[src/rtl/prgrom_upg_pkg.sv]
// Shared types and constants for the program ROM upgrade sequencer.
package prgrom_upg_pkg;

  localparam int BYTES_PER_WORD = 4;
  localparam int HDR_BYTES      = 2;
  localparam int DEFAULT_ADDR_W = 14;

  typedef enum logic [2:0] {
    ST_IDLE  = 3'd0,
    ST_HDR   = 3'd1,
    ST_DATA  = 3'd2,
    ST_WRITE = 3'd3,
    ST_CHK   = 3'd4,
    ST_DONE  = 3'd5,
    ST_ERR   = 3'd6
  } upg_state_e;

  // Running modulo-256 byte sum used for the optional image checksum.
  function automatic logic [7:0] sum8_add(input logic [7:0] acc, input logic [7:0] b);
    return acc + b;
  endfunction

endpackage

[src/rtl/upg_byte_packer.sv]
// Little-endian byte packer: shifts accepted bytes into a 32-bit word and
// flags the byte that completes a word. word_next is the word as it stands
// once the current byte is included, so the caller can register it directly.
module upg_byte_packer
  import prgrom_upg_pkg::*;
(
  input  logic        clk,
  input  logic        rst,
  input  logic        clr,
  input  logic        byte_en,
  input  logic [7:0]  byte_in,
  output logic [31:0] word_next,
  output logic        word_ready
);

  localparam logic [1:0] LAST_BYTE = 2'(BYTES_PER_WORD - 1);

  logic [1:0]  cnt_r;
  logic [31:0] word_r;

  // New bytes enter at the top so the first byte ends up in bits 7:0.
  always_comb begin
    word_next  = {byte_in, word_r[31:8]};
    word_ready = byte_en && (cnt_r == LAST_BYTE);
  end

  // Byte counter and shift register; clr realigns to a word boundary.
  always_ff @(posedge clk) begin
    if (rst) begin
      cnt_r  <= 2'd0;
      word_r <= 32'd0;
    end else if (clr) begin
      cnt_r  <= 2'd0;
      word_r <= 32'd0;
    end else if (byte_en) begin
      cnt_r  <= cnt_r + 2'd1;
      word_r <= word_next;
    end else begin
      cnt_r  <= cnt_r;
      word_r <= word_r;
    end
  end

endmodule

[src/rtl/prgrom_upg_ctrl.sv]
// Program ROM upgrade sequencer. Takes a length-prefixed little-endian byte
// stream (2-byte word count, then 4 bytes per word), writes each word to the
// ROM upgrade port and holds the CPU while loading.
// Optional macro PRGROM_UPG_CHECKSUM_EN: a trailing byte must equal the
// modulo-256 sum of all data bytes, otherwise the load ends in error.
module prgrom_upg_ctrl
  import prgrom_upg_pkg::*;
#(
  parameter int ADDR_W    = DEFAULT_ADDR_W,
  parameter int MAX_WORDS = 16384
) (
  input  logic              clk_i,
  input  logic              rst_i,
  input  logic              start_i,
  input  logic [7:0]        rx_data_i,
  input  logic              rx_valid_i,
  output logic              rx_ready_o,
  output logic              upg_wen_o,
  output logic [ADDR_W-1:0] upg_adr_o,
  output logic [31:0]       upg_dat_o,
  output logic              upg_done_o,
  output logic              cpu_hold_o,
  output logic              err_o
);

  // One extra index bit so an image of exactly 2^ADDR_W words compares cleanly.
  localparam int          CNT_W       = ADDR_W + 1;
  localparam logic [16:0] MAX_WORDS_L = 17'(MAX_WORDS);
  localparam logic        HDR_LAST    = 1'(HDR_BYTES - 1);

  upg_state_e        state_r;
  logic              rx_ready_r;
  logic              upg_wen_r;
  logic [ADDR_W-1:0] upg_adr_r;
  logic [31:0]       upg_dat_r;
  logic              upg_done_r;
  logic              cpu_hold_r;
  logic              err_r;
  logic [CNT_W-1:0]  idx_r;
  logic [CNT_W-1:0]  n_r;
  logic              hdr_cnt_r;
  logic [7:0]        hdr_lo_r;
`ifdef PRGROM_UPG_CHECKSUM_EN
  logic [7:0]        sum_r;
`endif

  logic              accept_s;
  logic              start_ok_s;
  logic              data_en_s;
  logic              word_ready_s;
  logic [31:0]       word_next_s;
  logic [15:0]       n_hdr_s;
  logic              hdr_bad_s;
  logic [CNT_W-1:0]  idx_next_s;

  // Handshake, start qualification and header decode.
  always_comb begin
    accept_s   = rx_valid_i && rx_ready_r;
    start_ok_s = start_i && ((state_r == ST_IDLE) || (state_r == ST_ERR));
    data_en_s  = accept_s && (state_r == ST_DATA);
    n_hdr_s    = {rx_data_i, hdr_lo_r};
    hdr_bad_s  = (n_hdr_s == 16'd0) || ({1'b0, n_hdr_s} > MAX_WORDS_L);
    idx_next_s = idx_r + CNT_W'(1'b1);
  end

  upg_byte_packer u_packer (
    .clk        (clk_i),
    .rst        (rst_i),
    .clr        (start_ok_s),
    .byte_en    (data_en_s),
    .byte_in    (rx_data_i),
    .word_next  (word_next_s),
    .word_ready (word_ready_s)
  );

  // Sequencer FSM; every output is a register updated alongside the state.
  always_ff @(posedge clk_i) begin
    if (rst_i) begin
      state_r    <= ST_IDLE;
      rx_ready_r <= 1'b0;
      upg_wen_r  <= 1'b0;
      upg_adr_r  <= '0;
      upg_dat_r  <= 32'd0;
      upg_done_r <= 1'b0;
      cpu_hold_r <= 1'b0;
      err_r      <= 1'b0;
      idx_r      <= '0;
      n_r        <= '0;
      hdr_cnt_r  <= 1'b0;
      hdr_lo_r   <= 8'd0;
`ifdef PRGROM_UPG_CHECKSUM_EN
      sum_r      <= 8'd0;
`endif
    end else begin
      upg_wen_r <= 1'b0;
      if (start_ok_s) begin
        state_r    <= ST_HDR;
        rx_ready_r <= 1'b1;
        upg_done_r <= 1'b0;
        err_r      <= 1'b0;
        cpu_hold_r <= 1'b1;
        idx_r      <= '0;
        hdr_cnt_r  <= 1'b0;
`ifdef PRGROM_UPG_CHECKSUM_EN
        sum_r      <= 8'd0;
`endif
      end else begin
        case (state_r)
          ST_IDLE: begin
            rx_ready_r <= 1'b0;
            cpu_hold_r <= 1'b0;
          end
          ST_HDR: begin
            if (accept_s) begin
              if (hdr_cnt_r != HDR_LAST) begin
                hdr_lo_r  <= rx_data_i;
                hdr_cnt_r <= 1'b1;
              end else if (hdr_bad_s) begin
                state_r    <= ST_ERR;
                rx_ready_r <= 1'b0;
                err_r      <= 1'b1;
              end else begin
                state_r <= ST_DATA;
                n_r     <= CNT_W'(n_hdr_s);
              end
            end
          end
          ST_DATA: begin
            if (accept_s) begin
`ifdef PRGROM_UPG_CHECKSUM_EN
              sum_r <= sum8_add(sum_r, rx_data_i);
`endif
              if (word_ready_s) begin
                state_r    <= ST_WRITE;
                rx_ready_r <= 1'b0;
                upg_wen_r  <= 1'b1;
                upg_adr_r  <= idx_r[ADDR_W-1:0];
                upg_dat_r  <= word_next_s;
              end
            end
          end
          ST_WRITE: begin
            idx_r <= idx_next_s;
            if (idx_next_s == n_r) begin
`ifdef PRGROM_UPG_CHECKSUM_EN
              state_r    <= ST_CHK;
              rx_ready_r <= 1'b1;
`else
              state_r    <= ST_DONE;
              upg_done_r <= 1'b1;
              cpu_hold_r <= 1'b0;
`endif
            end else begin
              state_r    <= ST_DATA;
              rx_ready_r <= 1'b1;
            end
          end
`ifdef PRGROM_UPG_CHECKSUM_EN
          ST_CHK: begin
            if (accept_s) begin
              rx_ready_r <= 1'b0;
              if (rx_data_i == sum_r) begin
                state_r    <= ST_DONE;
                upg_done_r <= 1'b1;
                cpu_hold_r <= 1'b0;
              end else begin
                state_r <= ST_ERR;
                err_r   <= 1'b1;
              end
            end
          end
`endif
          ST_DONE: begin
            state_r <= ST_IDLE;
          end
          ST_ERR: begin
            rx_ready_r <= 1'b0;
            cpu_hold_r <= 1'b1;
            err_r      <= 1'b1;
          end
          default: begin
            state_r    <= ST_IDLE;
            rx_ready_r <= 1'b0;
            cpu_hold_r <= 1'b0;
          end
        endcase
      end
    end
  end

  assign rx_ready_o = rx_ready_r;
  assign upg_wen_o  = upg_wen_r;
  assign upg_adr_o  = upg_adr_r;
  assign upg_dat_o  = upg_dat_r;
  assign upg_done_o = upg_done_r;
  assign cpu_hold_o = cpu_hold_r;
  assign err_o      = err_r;

endmodule

[config.mk]
export PLATFORM = sky130hd
export DESIGN_NAME = prgrom_upg_ctrl
export DESIGN_NICKNAME = d
export VERILOG_FILES = /design/src/rtl/prgrom_upg_pkg.sv /design/src/rtl/upg_byte_packer.sv /design/src/rtl/prgrom_upg_ctrl.sv
export SDC_FILE = /design/constraint.sdc
export NUM_CORES = 1
export LEC_CHECK = 0
export ABC_AREA = 1
export CAP_MARGIN = 20
export CORE_MARGIN = 4
export CORE_UTILIZATION = 45
export DETAILED_ROUTE_END_ITERATION = 10
export PLACE_DENSITY = 0.73
export SYNTH_ARGS = -nofsm -noshare
export SYNTH_HDL_FRONTEND = slang
export SYNTH_SLANG_ARGS = --single-unit
[constraint.sdc]
create_clock -name clk_i -period 2.1 [get_ports clk_i]
set_input_delay 0.315 -clock clk_i [delete_from_list [all_inputs] [get_ports clk_i]]
set_output_delay 0.315 -clock clk_i [all_outputs]
set_load 0.05 [all_outputs]
==> results of run 1 <==
==> through the flow <==
| step | std cells | hold WS [ps] | total power, W | area (sq um) |
|---|---|---|---|---|
| final | 949 | 449.6 | 0.005962 | 6684 |
| after global routing | 949 | 475.1 | 0.006157 | 6684 |
| after global placement | 916 | 444.2 | 0.003028 | 6026 |
| after floorplan | 722 | 437.5 | 0.002836 | 5146 |
| after detailed placement | 916 | 451.0 | 0.003053 | 6026 |
| after CTS | 948 | 458.2 | 0.005983 | 6634 |
==> sequential cells by signal (all words and copies together), names as in the netlist, 2 cells and up <==
register and flops:
n_r 15, u_packer.word_r 24, upg_dat_o 32, state_r 3, u_packer.cnt_r 2, upg_adr_o 14, hdr_lo_r 8, idx_r 15
==> where the power goes <==
group	switching, W	internal (W)	leakage [nW]
logic	0.000462	0.000215	1.29
registers	0.0000400	0.00231	0.961
clock network	0.00102	0.00192	0.296
total	0.00152	0.00444	2.54
==> worst max-delay path, stage by stage (launching register included) <==
cell and delay [ps]:
dfxtp_2 350, buf_4 150, nand2_2 90, nor2_8 160, nand2_1 70, nand2_1 80, nand2_1 70, nand2_1 60
nand2_1 60, nor2_1 160, nand2_1 90, nor2_2 120, nand4_2 130, nand2_1 100, nand2_1 50, a21oi_1 120
==> Yosys cell counts <==
| cell | n | area [sq um] |
|---|---|---|
| a211oi_1 | 1 | 7.510 |
| a21oi_1 | 115 | 575.6 |
| a31o_2 | 1 | 8.760 |
| a31oi_1 | 2 | 12.51 |
| and2_2 | 1 | 7.510 |
| buf_1 | 3 | 11.26 |
| buf_2 | 4 | 20.02 |
| buf_4 | 1 | 7.510 |
| clkbuf_1 | 26 | 97.59 |
| clkinv_2 | 1 | 5.000 |
| dfxtp_1 | 119 | 2382 |
| ha_1 | 2 | 25.02 |
| inv_1 | 66 | 247.7 |
| inv_2 | 6 | 22.52 |
| nand2_1 | 175 | 656.9 |
| nand2_2 | 10 | 62.56 |
| nand3_1 | 61 | 305.3 |
| nand4_1 | 11 | 68.82 |
| nand4_2 | 1 | 12.51 |
| nor2_1 | 40 | 150.1 |
| nor2_2 | 9 | 56.30 |
| nor2_4 | 3 | 33.78 |
| nor2_8 | 1 | 20.02 |
| nor3_1 | 4 | 20.02 |
| nor4_1 | 1 | 6.260 |
| o211ai_1 | 1 | 7.510 |
| o21ai_0 | 51 | 255.2 |
| o21ai_1 | 2 | 10.01 |
| o21ai_2 | 1 | 8.760 |
| xnor2_1 | 1 | 8.760 |
| xor2_1 | 1 | 8.760 |
| xor3_1 | 1 | 23.77 |
==> per-layer routing <==
layer,track usage,part of all wire
met1,0.2469,0.42
met3,0.04789,0.054
met4,0.1064,0.038
met2,0.3665,0.49
met5,0,0
==> logic make-up (layout without fill, tap and decap cells) <==
kind of cell | after synthesis | count (layout)
XOR/XNOR | 3 | 3
AND/OR/NAND/NOR | 317 | 317
adder cells (fa/ha/maj) | 2 | 2
buffers and inverters | 107 | 194
flip-flops | 119 | 119
AO/OA/AOI/OAI | 174 | 174
==> cell type report <==
cell class                 instances  area [sq um]
inverter                          73         275.3
timing repair buffer              89         848.3
fill                            1001          4347
multi-input combinational        496          2390
clock buffer                      20         456.7
tap                              140         175.2
sequential                       119          2387
clock inverter                    12         151.4
==> what timing repair did <==
item,in CTS,in global routing
setup endpoints to repair,0,13
resized for setup,0,11
buffers inserted,0,1
==> how the worst max path moves through the flow <==
stage                                        from                  endpoint  slack (ps)
after floorplan           rx_ready_o$_SDFFE_PP0P_        err_o$_SDFFE_PP0P_         220
after global placement                 rx_valid_i        err_o$_SDFFE_PP0P_          30
final                       idx_r[0]$_SDFFE_PP0N_   rx_ready_o$_SDFFE_PP0P_         170
after global routing        idx_r[0]$_SDFFE_PP0N_   state_r[1]$_SDFFE_PP0P_          -4
after detailed placement               rx_valid_i   state_r[2]$_SDFFE_PP0P_         -30
after CTS                 state_r[0]$_SDFFE_PP0P_  hdr_lo_r[7]$_SDFFE_PP0P_          80
==> impl_metrics.env, run 1 <==
export IMPL_period_share=0.9180
export IMPL_whs_endpoint="upg_done_o$_SDFFE_PP0P_"
export IMPL_worstHoldStart="upg_done_o$_SDFFE_PP0P_"
export IMPL_min_period_ps=1928
export IMPL_finalCoreUtilization=0.6059
export IMPL_final_nets=810
export IMPL_numCtsBuffers=17
export IMPL_clkSinkCount=119
export IMPL_grt_pass1_vias=4863
export IMPL_ctsHtreeMaxLevel=4
export IMPL_avgSynthCellArea_sq_um=7.128
export IMPL_syn_area_sq_um=5146
export IMPL_rrSetupSlack_ps=170
export IMPL_dpl_hpwl_mm=9.687
export IMPL_firstDrtPassIters=5
export IMPL_yosys_area_share_simple=0.2721
export IMPL_routabilityCongestion=0.9688
export IMPL_ios=63
export IMPL_vias_per_cell=5.297
export IMPL_vias=5027
export IMPL_clk_latency_ps=410
export IMPL_final_setup_worst_slack_ps=172.1
export IMPL_critical_path_endpoint_type="flip-flop"
export IMPL_maxSlewViolCount=0
export IMPL_worstSetupStartpointType="flip-flop"
export IMPL_setup_viol=0
export IMPL_drc=0
export IMPL_core_area_sq_um=11030
export IMPL_detail_route_antenna_nets=0
export IMPL_seq_area_frac_synth=0.4629
export IMPL_ys_ff_latch=119
export IMPL_cp_max_fo=9
export IMPL_p_per_area_nw_per_um2=891.9
export IMPL_cellLeakagePower_nw=2.542
export IMPL_wl_per_cell_um=14.24
export IMPL_synth_fp_nets=736
export IMPL_pre_cts_ws_ps=-27.27
export IMPL_worstReg2RegStart="idx_r[0]$_SDFFE_PP0N_"
export IMPL_ir_worst_vdd_mv=0.7358
export IMPL_synth_warning_count=0
export IMPL_cts_tree="yes"
export IMPL_synth_top_family_by_area="simple AND/OR/NAND/NOR gates"
export IMPL_clockBufferDepth=2
export IMPL_rows=38
export IMPL_holdCritPathClass="reg -> reg"
export IMPL_die_w_um=114.9
export IMPL_fmax_mhz=518.7
export IMPL_clk_pin_slew_ps=50
export IMPL_cp_required_ps=2440
export IMPL_grt_antenna_before_repair=0
export IMPL_hold_depth=2
export IMPL_grt_total_usage=0.2124
export IMPL_root_buffer="clkbuf_16"
export IMPL_hold_viol=0
export IMPL_ff2ff_path_depth=15
export IMPL_drtIter0Drc=319
export IMPL_port_buffer_count=62
export IMPL_ctsHoldBuffers=0
export IMPL_maxSlewHeadroom=0.6506
export IMPL_critPathArrivalTime_ps=2270
export IMPL_wirelength_mm=13.51
export IMPL_synth_xor_area_frac=0.008023
export IMPL_r2r_end="rx_ready_o$_SDFFE_PP0P_"
export IMPL_insertedDiodeCount=0
export IMPL_criticalPathCategory="reg -> reg"
export IMPL_skew_ps=8.298
export IMPL_layout_common_cells="175 x nand2_1, 115 x a21oi_1, 115 x dfxtp_1, 66 x inv_1, 62 x clkdlybuf4s50_1"
export IMPL_synthMuxAreaShare=0
export IMPL_max_cap_violations=0
export IMPL_synth_cell_types=32
export IMPL_synthToLayoutAreaGrowth_pct=29.88
export IMPL_synth_compound_area_frac=0.1721
export IMPL_tns_ps=0
export IMPL_synth_adder_area_share=0.004863
export IMPL_tightestPinTransition_ps=522.4
export IMPL_mostFrequentLayoutCell="nand2_1"
export IMPL_drive_gt1_frac=0.1224
export IMPL_syn_inst=722
export IMPL_dieArea_sq_um=13210
export IMPL_status="complete, no violations"
export IMPL_grt_pass1_wl_mm=22.60
export IMPL_die_y_um=114.9
export IMPL_grt_max_degree=33
export IMPL_grt_ovfl_total=0
export IMPL_start_util=0.4665
Power figures use the tool's default switching activity.
==> inputs of run 2 (changes only) <==
- CAP_MARGIN: 20 -> not set
- clock period: 2.1 -> 2 ns (I/O delays scaled with it)
==> impl_metrics.env, run 2 (synthesized netlist as in run 1, its figures left out) <==
export IMPL_status="complete, no violations"
export IMPL_fillers=958
export IMPL_skew_ps=7.609
export IMPL_maxSlewViolCount=0
export IMPL_dpl_hpwl_mm=9.579
export IMPL_drtIter0Drc=288
export IMPL_layout_common_cells="168 x nand2_1, 115 x a21oi_1, 113 x dfxtp_1, 66 x inv_1, 62 x clkdlybuf4s50_1"
export IMPL_max_cap_violations=0
export IMPL_final_setup_worst_slack_ps=80.97
export IMPL_fmax_mhz=521.1
export IMPL_finalCoreUtilization=0.6171
export IMPL_cellLeakagePower_nw=2.614
export IMPL_core_area_sq_um=11030
export IMPL_grt_pass1_wl_mm=22.49
export IMPL_numCtsBuffers=17
export IMPL_ir_worst_vdd_mv=0.6068
export IMPL_dieArea_sq_um=13210
export IMPL_firstDrtPassIters=5
export IMPL_cts_tree="yes"
export IMPL_wl_per_cell_um=14.54
export IMPL_final_nets=817
export IMPL_critical_path_endpoint_type="flip-flop"
export IMPL_cp_max_fo=3
export IMPL_ctsHtreeMaxLevel=4
export IMPL_drc=0
export IMPL_holdCritPathClass="reg -> reg"
export IMPL_multi_input_area_sq_um=2439
export IMPL_grt_pass1_vias=4770
export IMPL_port_buffer_count=62
export IMPL_min_period_ps=1919
export IMPL_rows=38
export IMPL_insertedDiodeCount=0
export IMPL_grt_antenna_before_repair=0
export IMPL_clkSinkCount=119
export IMPL_period_share=0.9595
export IMPL_critPathArrivalTime_ps=2270
export IMPL_drive_gt1_frac=0.1409
export IMPL_start_util=0.4665
export IMPL_hold_viol=0
export IMPL_grt_total_usage=0.2136
export IMPL_wirelength_mm=13.91
export IMPL_largest_reg_flops=32
export IMPL_vias_per_cell=5.272
export IMPL_seq_area_sq_um=2390
export IMPL_synthToLayoutAreaGrowth_pct=32.26
export IMPL_maxSlewHeadroom=0.6459
export IMPL_placed_area_sq_um=6056
export IMPL_routabilityCongestion=0.9576
export IMPL_setup_viol=0
export IMPL_rsz0062_at_grt="yes"
export IMPL_root_buffer="clkbuf_16"
export IMPL_final_area_sq_um=6807
export IMPL_clk_pin_slew_ps=50
export IMPL_worstSetupStartpointType="flip-flop"
export IMPL_grt_max_degree=44
export IMPL_tightestPinTransition_ps=529.5
export IMPL_die_y_um=114.9
export IMPL_clk_latency_ps=420
export IMPL_die_w_um=114.9
export IMPL_ios=63
export IMPL_grt_ovfl_total=0
export IMPL_p_total_w=0.006387
export IMPL_ctsHoldBuffers=0
export IMPL_detail_route_antenna_nets=0
export IMPL_vias=5040
export IMPL_mostFrequentLayoutCell="nand2_1"
export IMPL_p_per_area_nw_per_um2=938.4
export IMPL_clockBufferDepth=2
export IMPL_cp_required_ps=2350
export IMPL_pre_cts_ws_ps=-102.5
export IMPL_criticalPathCategory="reg -> reg"
==> run 2: cell count changes in the layout (fill, tap and decap cells not counted), sizes merged <==
cell,change
buf,+6
clkbuf,+2
clkinv,-2
clkinvlp,-1
inv,+1
nor2,+1
==> run 2: worst max-delay path, stage by stage, from the launching register on <==
cell and delay (ps):
dfxtp_2 360, ha_4 160, buf_4 120, nand3_1 70, nand2_1 110, nand2_2 80
nand2_1 80, nand3_1 90, nor2_2 130, nand2_1 70, nor2_2 160, nand4_2 140
nand2_2 110, nand2_1 50, a21oi_1 110
==> run 2: power by group <==
| group | total, W | internal, W | switching (W) |
|---|---|---|---|
| Clock | 0.00317 | 0.00209 | 0.00108 |
| Combinational | 0.000749 | 0.000251 | 0.000498 |
| Sequential | 0.00247 | 0.00242 | 0.0000437 |
| Total | 0.00639 | 0.00477 | 0.00162 |
==> run 2: area by class of cell <==
type / count / share of cell area
Inverter: 73 / 0.04044
Tap cell: 140 / 0.02574
Clock buffer: 22 / 0.07114
Timing Repair Buffer: 95 / 0.1324
Sequential cell: 119 / 0.3511
Multi-Input combinational cell: 497 / 0.3583
Clock inverter: 10 / 0.02096
==> run 2: per-stage QoR <==
step                      setup TNS, ps  std cells  hold slack (ps)
after floorplan                       0        722            437.5
after global placement           -76.59        920            449.9
after detailed placement         -205.2        920            453.2
after CTS                             0        952            463.5
after global routing             -253.5        956            484.7
final                                 0        956            462.0
==> run 2: what timing repair did <==
action	in CTS	in global routing
hold endpoints to repair	0	0
gates resized for setup	0	27
buffers inserted	0	3
endpoints found under the setup margin	0	10
==> run 2: worst paths after layout <==
| kind | start | to | slack [ps] | cells past startpoint |
|---|---|---|---|---|
| hold reg to reg | upg_done_o$_SDFFE_PP0P_ | upg_done_o$_SDFFE_PP0P_ | 460 | 2 |
| setup / recovery | idx_r[0]$_SDFFE_PP0N_ | rx_ready_o$_SDFFE_PP0P_ | 80 | 14 |
| hold / removal | upg_done_o$_SDFFE_PP0P_ | upg_done_o$_SDFFE_PP0P_ | 460 | 2 |
| setup reg to reg | idx_r[0]$_SDFFE_PP0N_ | rx_ready_o$_SDFFE_PP0P_ | 80 | 14 |
==> run 2: routing by layer <==
metal | vias up | wire [um] | track usage
met5 | - | 0 | 0
met4 | 0 | 226 | 0.07042
met3 | 24 | 676 | 0.05368
met2 | 150 | 7095 | 0.3684
met1 | 2328 | 5907 | 0.2605
li1 | 2538 | - | -
